`config.mk`:
```
export PLATFORM = sky130hd
export DESIGN_NAME = demux4_rr_sched
export DESIGN_NICKNAME = d
export VERILOG_FILES = /design/src/rtl/demux4_rr_sched.sv
export SDC_FILE = /design/constraint.sdc
export NUM_CORES = 1
export LEC_CHECK = 0
export ABC_CLOCK_PERIOD_IN_PS = 2400
export CAP_MARGIN = 20
export CORE_MARGIN = 2
export CORE_UTILIZATION = 39
export CTS_BUF_LIST = sky130_fd_sc_hd__clkbuf_8
export DETAILED_ROUTE_END_ITERATION = 8
export PLACE_DENSITY = 0.81
export SLEW_MARGIN = 25
export SYNTH_ARGS = -nofsm -noshare
export SYNTH_HDL_FRONTEND = slang
export SYNTH_SLANG_ARGS = --single-unit
```
`constraint.sdc`:
```
create_clock -name clk -period 2.4 [get_ports clk]
set_clock_uncertainty 0.15 [all_clocks]
set_input_delay 0.48 -clock clk [delete_from_list [all_inputs] [get_ports clk]]
set_output_delay 0.48 -clock clk [all_outputs]
set_load 0.02 [all_outputs]
```
`src/rtl/demux4_rr_sched.sv`:
```
// demux4_rr_sched
//
// Round-robin scheduler that feeds one valid/ready input stream to four sinks
// through a 1-to-4 demux. Each sink receives a burst of BURST_LEN beats, and then
// the scheduler moves on to the next sink. If the selected sink keeps its ready
// low for TIMEOUT consecutive cycles while a beat is pending, the scheduler skips
// that sink. This keeps one dead consumer from blocking the stream.
//
// Ports
//   clk        rising-edge clock
//   rst        synchronous reset, active-high
//   en         scheduler enable; 0 pauses (state machine drops to IDLE)
//   in_data    input beat
//   in_valid   input beat valid
//   in_ready   input beat accepted this cycle
//   out_data   in_data broadcast to all sinks
//   out_valid  per-sink valid, bit i = sink i
//   out_ready  per-sink ready; only the selected bit is used
//   sel        current sink index
//   beat_cnt   beats already sent to sel in the current burst
//   skip       one-cycle pulse after a sink has been skipped by timeout

module demux4_rr_sched #(
    parameter int unsigned DATA_WIDTH = 8,
    parameter int unsigned BURST_LEN  = 4,
    parameter int unsigned TIMEOUT    = 8
) (
    input  logic                             clk,
    input  logic                             rst,
    input  logic                             en,
    input  logic [DATA_WIDTH-1:0]            in_data,
    input  logic                             in_valid,
    output logic                             in_ready,
    output logic [DATA_WIDTH-1:0]            out_data,
    output logic [3:0]                       out_valid,
    input  logic [3:0]                       out_ready,
    output logic [1:0]                       sel,
    output logic [$clog2(BURST_LEN+1)-1:0]   beat_cnt,
    output logic                             skip
);

    localparam int unsigned BcW = $clog2(BURST_LEN + 1);
    // wait_cnt only needs to count 0..TIMEOUT-1. When TIMEOUT=0 it is never
    // compared, so it is allowed to wrap.
    localparam int unsigned WcW = (TIMEOUT > 1) ? $clog2(TIMEOUT) : 1;

    localparam logic [BcW-1:0] LastBeat = BcW'(BURST_LEN - 1);
    localparam logic [WcW-1:0] LastWait = (TIMEOUT == 0) ? '0 : WcW'(TIMEOUT - 1);

    typedef enum logic [0:0] {
        StIdle,
        StSend
    } state_e;

    state_e         state_q, state_d;
    logic [1:0]     sel_q, sel_d;
    logic [BcW-1:0] beat_cnt_q, beat_cnt_d;
    logic [WcW-1:0] wait_cnt_q, wait_cnt_d;
    logic           skip_q, skip_d;

    logic           sending;
    logic           xfer;

    // Routing is purely combinational: nothing in the data path is stored.
    assign sending  = (state_q == StSend) && en;
    assign in_ready = sending && out_ready[sel_q];
    assign xfer     = in_valid && in_ready;
    assign out_data = in_data;

    always_comb begin
        out_valid = '0;
        for (int i = 0; i < 4; i++) begin
            out_valid[i] = sending && in_valid && (sel_q == 2'(i));
        end
    end

    always_comb begin
        state_d    = state_q;
        sel_d      = sel_q;
        beat_cnt_d = beat_cnt_q;
        wait_cnt_d = wait_cnt_q;
        skip_d     = 1'b0;

        unique case (state_q)
            StIdle: begin
                wait_cnt_d = '0;
                if (en) begin
                    state_d = StSend;
                end
            end
            StSend: begin
                if (!en) begin
                    // Pause mid-burst: sel and beat_cnt hold, so the burst
                    // resumes on the same sink when en returns.
                    state_d    = StIdle;
                    wait_cnt_d = '0;
                end else if (xfer) begin
                    wait_cnt_d = '0;
                    if (beat_cnt_q == LastBeat) begin
                        sel_d      = sel_q + 2'd1;
                        beat_cnt_d = '0;
                    end else begin
                        beat_cnt_d = beat_cnt_q + BcW'(1);
                    end
                end else if (in_valid) begin
                    // Stall: a beat is pending but the selected sink is not ready.
                    if ((TIMEOUT != 0) && (wait_cnt_q == LastWait)) begin
                        sel_d      = sel_q + 2'd1;
                        beat_cnt_d = '0;
                        wait_cnt_d = '0;
                        skip_d     = 1'b1;
                    end else begin
                        wait_cnt_d = wait_cnt_q + WcW'(1);
                    end
                end else begin
                    wait_cnt_d = '0;
                end
            end
        endcase
    end

    always_ff @(posedge clk) begin
        if (rst) begin
            state_q    <= StIdle;
            sel_q      <= '0;
            beat_cnt_q <= '0;
            wait_cnt_q <= '0;
            skip_q     <= 1'b0;
        end else begin
            state_q    <= state_d;
            sel_q      <= sel_d;
            beat_cnt_q <= beat_cnt_d;
            wait_cnt_q <= wait_cnt_d;
            skip_q     <= skip_d;
        end
    end

    assign sel      = sel_q;
    assign beat_cnt = beat_cnt_q;
    assign skip     = skip_q;

endmodule
```
==> metrics.txt <==
Worst slew margin 79.0%; final antenna-violating net count 0; Slew Viols, Final 0; number of global-route vias before repair 508; net count reported at finish 108; maximum resistive drop on vdd 0.264 mV; LEAKAGE 0.399 nW; final weighted congestion of routability-driven global placement 0.728; clock buffer depth 2; Peak Freq 421 MHz; number of buffers created by CTS 3; cell count of the worst hold path 1; sinks on the clock net 10; DRC violations left 0; start of the worst register-to-register path sel[0]; part of the Yosys area used for sequential elements 31.4%; setup slack after layout 0.0243 ns; data arrival time of the critical path 1.75 ns; count of endpoints failing setup in the final report 0; library cell used as clock root buffer sky130_fd_sc_hd__clkbuf_8; EDFF count, synth 0; top cells by area in the synthesized netlist sky130_fd_sc_hd__dfxtp_1 (31%), sky130_fd_sc_hd__ha_1 (14%), sky130_fd_sc_hd__buf_4 (9.4%); die width 44.4 µm; filler cell count in the final layout 138; overall die area 1970 µm²; total via count after detailed routing 522; Adder-Cell Fraction of Synth Area 13.8%; Final Critical Period 2.38 ns; area of the core region 1520 µm²; async set-reset flop share out of synthesis 0%; proportion of netlist area held by the largest area contributor 31.4%; P&R area growth vs syn 37.1%; number of distinct library cell variants in the gate-level netlist after synthesis 24; largest family of logic cells by synthesized area simple AND/OR/NAND/NOR gates; cell area after technology mapping 637 µm²; detailed-placement wirelength estimate 976 µm; cell type contributing the most total cell area after synthesis sky130_fd_sc_hd__dfxtp_1; antenna violations before repair 0; number of nets produced by synthesis 89; Mapped Cells 66; maximum fanout along the worst path 2; # Max-Cap Violations 0; parity-gate share of the synthesized area counting xor and xnor cells 0%; Final Hold Violating Endpoints 0; proportion of layout cells with a drive suffix above 1 20.2%; CTS H-Tree Depth 1; RSZ-0062 raised after global routing no; warnings from Yosys 0; placement-stage worst setup slack -0.417 ns; critical path data required time 1.77 ns; depth of the worst register-to-register path 5; average footprint of a synthesized cell 9.65 µm²; cells traversed along the worst timing path clkdlybuf4s50_1 > mux4_2 > and3_4 > buf_4; ant diodes 0; PD cells 470 nW/µm²; startpoint of the tightest hold check path wait_cnt_q[0]; clock slew at the register clock pins of the worst setup and hold paths 0.05 ns; Starting Density 41.8%; Skew-Pair Late Insertion Delay 0.23 ns; Detailed Route WL 1280 µm; DRC violation total after the first TritonRoute iteration 2; total power of the final layout 0.411 mW; worst setup path class in -> out; actual slew at the worst max-slew pin 0.314 ns; fraction of the core area covered by cells at the end of the flow 57.3%; TritonCTS clock tree built; top cells by count, synth sky130_fd_sc_hd__dfxtp_1 (10), sky130_fd_sc_hd__buf_4 (8), sky130_fd_sc_hd__ha_1 (7); worst hold-check slack 0.277 ns; CP Capture Type output pin; end of the worst register-to-register path sel[1]; count leader, synth sky130_fd_sc_hd__dfxtp_1; Total GRT Usage 14.5%; overall die height 44.4 µm; number of rows in the core area 14; path category of the worst min-delay check reg -> reg; critical path's largest stage delay 0.50 ns; number of top-level design ports 35; r2r setup slk 0.64 ns; post-synthesis compound-gate area fraction 7.27%; IO buf count 18; number of storage elements in the synthesis netlist 10; leading register cell type out of synthesis sky130_fd_sc_hd__dfxtp_1; count of TritonRoute iterations in the first routing pass 3; highest-delay cell along the critical path sky130_fd_sc_hd__mux4_2; Overflow after GRT 0; via/cell ratio 5.22; post-CTS repair timing setup buffer count 0; largest net degree at the start of global routing 10; proportion of synthesized area in mux cells 11.6%; Min-Delay Endpoint wait_cnt_q[0]; wire length of the first global-routing pass 2080 µm; status finished, final reports clean; synthesized-area fraction occupied by and/or/nand/nor cells 24.2%; CP startpoint kind primary input; Avg WL per Cell 12.8 µm; Tcrit/Tclk final 99.0%
-- cell usage in the layout (no fill, tap or decap) --
master / instances
sky130_fd_sc_hd__dfxtp_1: 10
sky130_fd_sc_hd__clkdlybuf4s50_1: 10
sky130_fd_sc_hd__ha_1: 7
sky130_fd_sc_hd__buf_4: 7
sky130_fd_sc_hd__and2_1: 6
sky130_fd_sc_hd__mux2i_1: 4
sky130_fd_sc_hd__clkbuf_8: 4
sky130_fd_sc_hd__dlygate4sd2_1: 4
sky130_fd_sc_hd__nor2b_1: 3
sky130_fd_sc_hd__nor2_1: 3
sky130_fd_sc_hd__dlymetal6s2s_1: 3
sky130_fd_sc_hd__inv_1: 2
sky130_fd_sc_hd__nand3_1: 2
sky130_fd_sc_hd__nand2b_1: 2
sky130_fd_sc_hd__nand2_1: 2
sky130_fd_sc_hd__a21oi_1: 2
sky130_fd_sc_hd__o21ai_0: 2
sky130_fd_sc_hd__a32oi_1: 2
sky130_fd_sc_hd__mux4_2: 1
sky130_fd_sc_hd__and3_4: 1
sky130_fd_sc_hd__and3_1: 1
sky130_fd_sc_hd__nor4_2: 1
sky130_fd_sc_hd__nand2b_4: 1
sky130_fd_sc_hd__a21oi_2: 1
sky130_fd_sc_hd__nor3b_1: 1
sky130_fd_sc_hd__nor4b_1: 1
sky130_fd_sc_hd__mux2_2: 1
-- cell families (layout without fill, tap and decap cells) --
kind of cell	count (synthesis)	after routing
compound gates	7	7
fa+ha+maj	7	7
buf+inv	12	30
flops	10	10
mux	6	6
simple gates	24	24
-- critical path, delay by kind of cell --
kind                   cells  cell delay, ns
and+or+nand+nor            1            0.20
buffers and inverters      2            0.57
muxes                      1            0.50
-- worst max path at each step --
stage	startpoint	to	cells past startpoint
after floorplan	sel[0]	in_ready	2
after global placement	out_ready[3]	in_ready	4
after global routing	out_ready[1]	in_ready	4
final	out_ready[1]	in_ready	4
after CTS	out_ready[3]	in_ready	4
after detailed placement	out_ready[3]	in_ready	4
-- metal layers --
| metal | vias to the layer above | track usage, % | share of wire, % |
|---|---|---|---|
| li1 | 256 | - | - |
| met1 | 238 | 13.8 | 38 |
| met2 | 22 | 27.6 | 53 |
| met3 | 6 | 4.08 | 6.9 |
| met4 | 0 | 7.88 | 2.2 |
| met5 | - | 0 | 0 |
-- registers in the layout, indices dropped and copies added, names as in the netlist --
register	count
beat_cnt	3
wait_cnt_q	3
skip	1
state_q	1
sel	2
-- cell type report --
| cell class | count | area, µm² | area share (%) |
|---|---|---|---|
| Clock buffer | 4 | 55.1 | 6.30 |
| Inverter | 2 | 7.51 | 0.860 |
| Multi-Input combinational cell | 44 | 365 | 41.8 |
| Sequential cell | 10 | 200 | 22.9 |
| Tap cell | 16 | 20.0 | 2.29 |
| Timing Repair Buffer | 24 | 225 | 25.8 |
-- stage by stage --
stage,cells,instance area [µm²],setup TNS [ns]
after floorplan,66,637,0
after global placement,96,815,-1.09
after detailed placement,96,815,-1.14
after CTS,100,860,-0.0373
after global routing,100,873,0
final,100,873,0
-- report_power, final --
part | total (mW) | internal [mW] | switching, mW
sequential | 0.169 | 0.168 | 0.00113
clock | 0.208 | 0.144 | 0.0636
combinational | 0.0342 | 0.0203 | 0.0139
-- repair_timing --
item / 4_1_cts / 5_1_grt
resized for setup: 8 / 5
cloned: 0 / 0
hold buffers: 0 / 0
endpoints found under the hold margin: 0 / 0
setup endpoints to repair: 5 / 1
(Power assumes the default switching activity.)
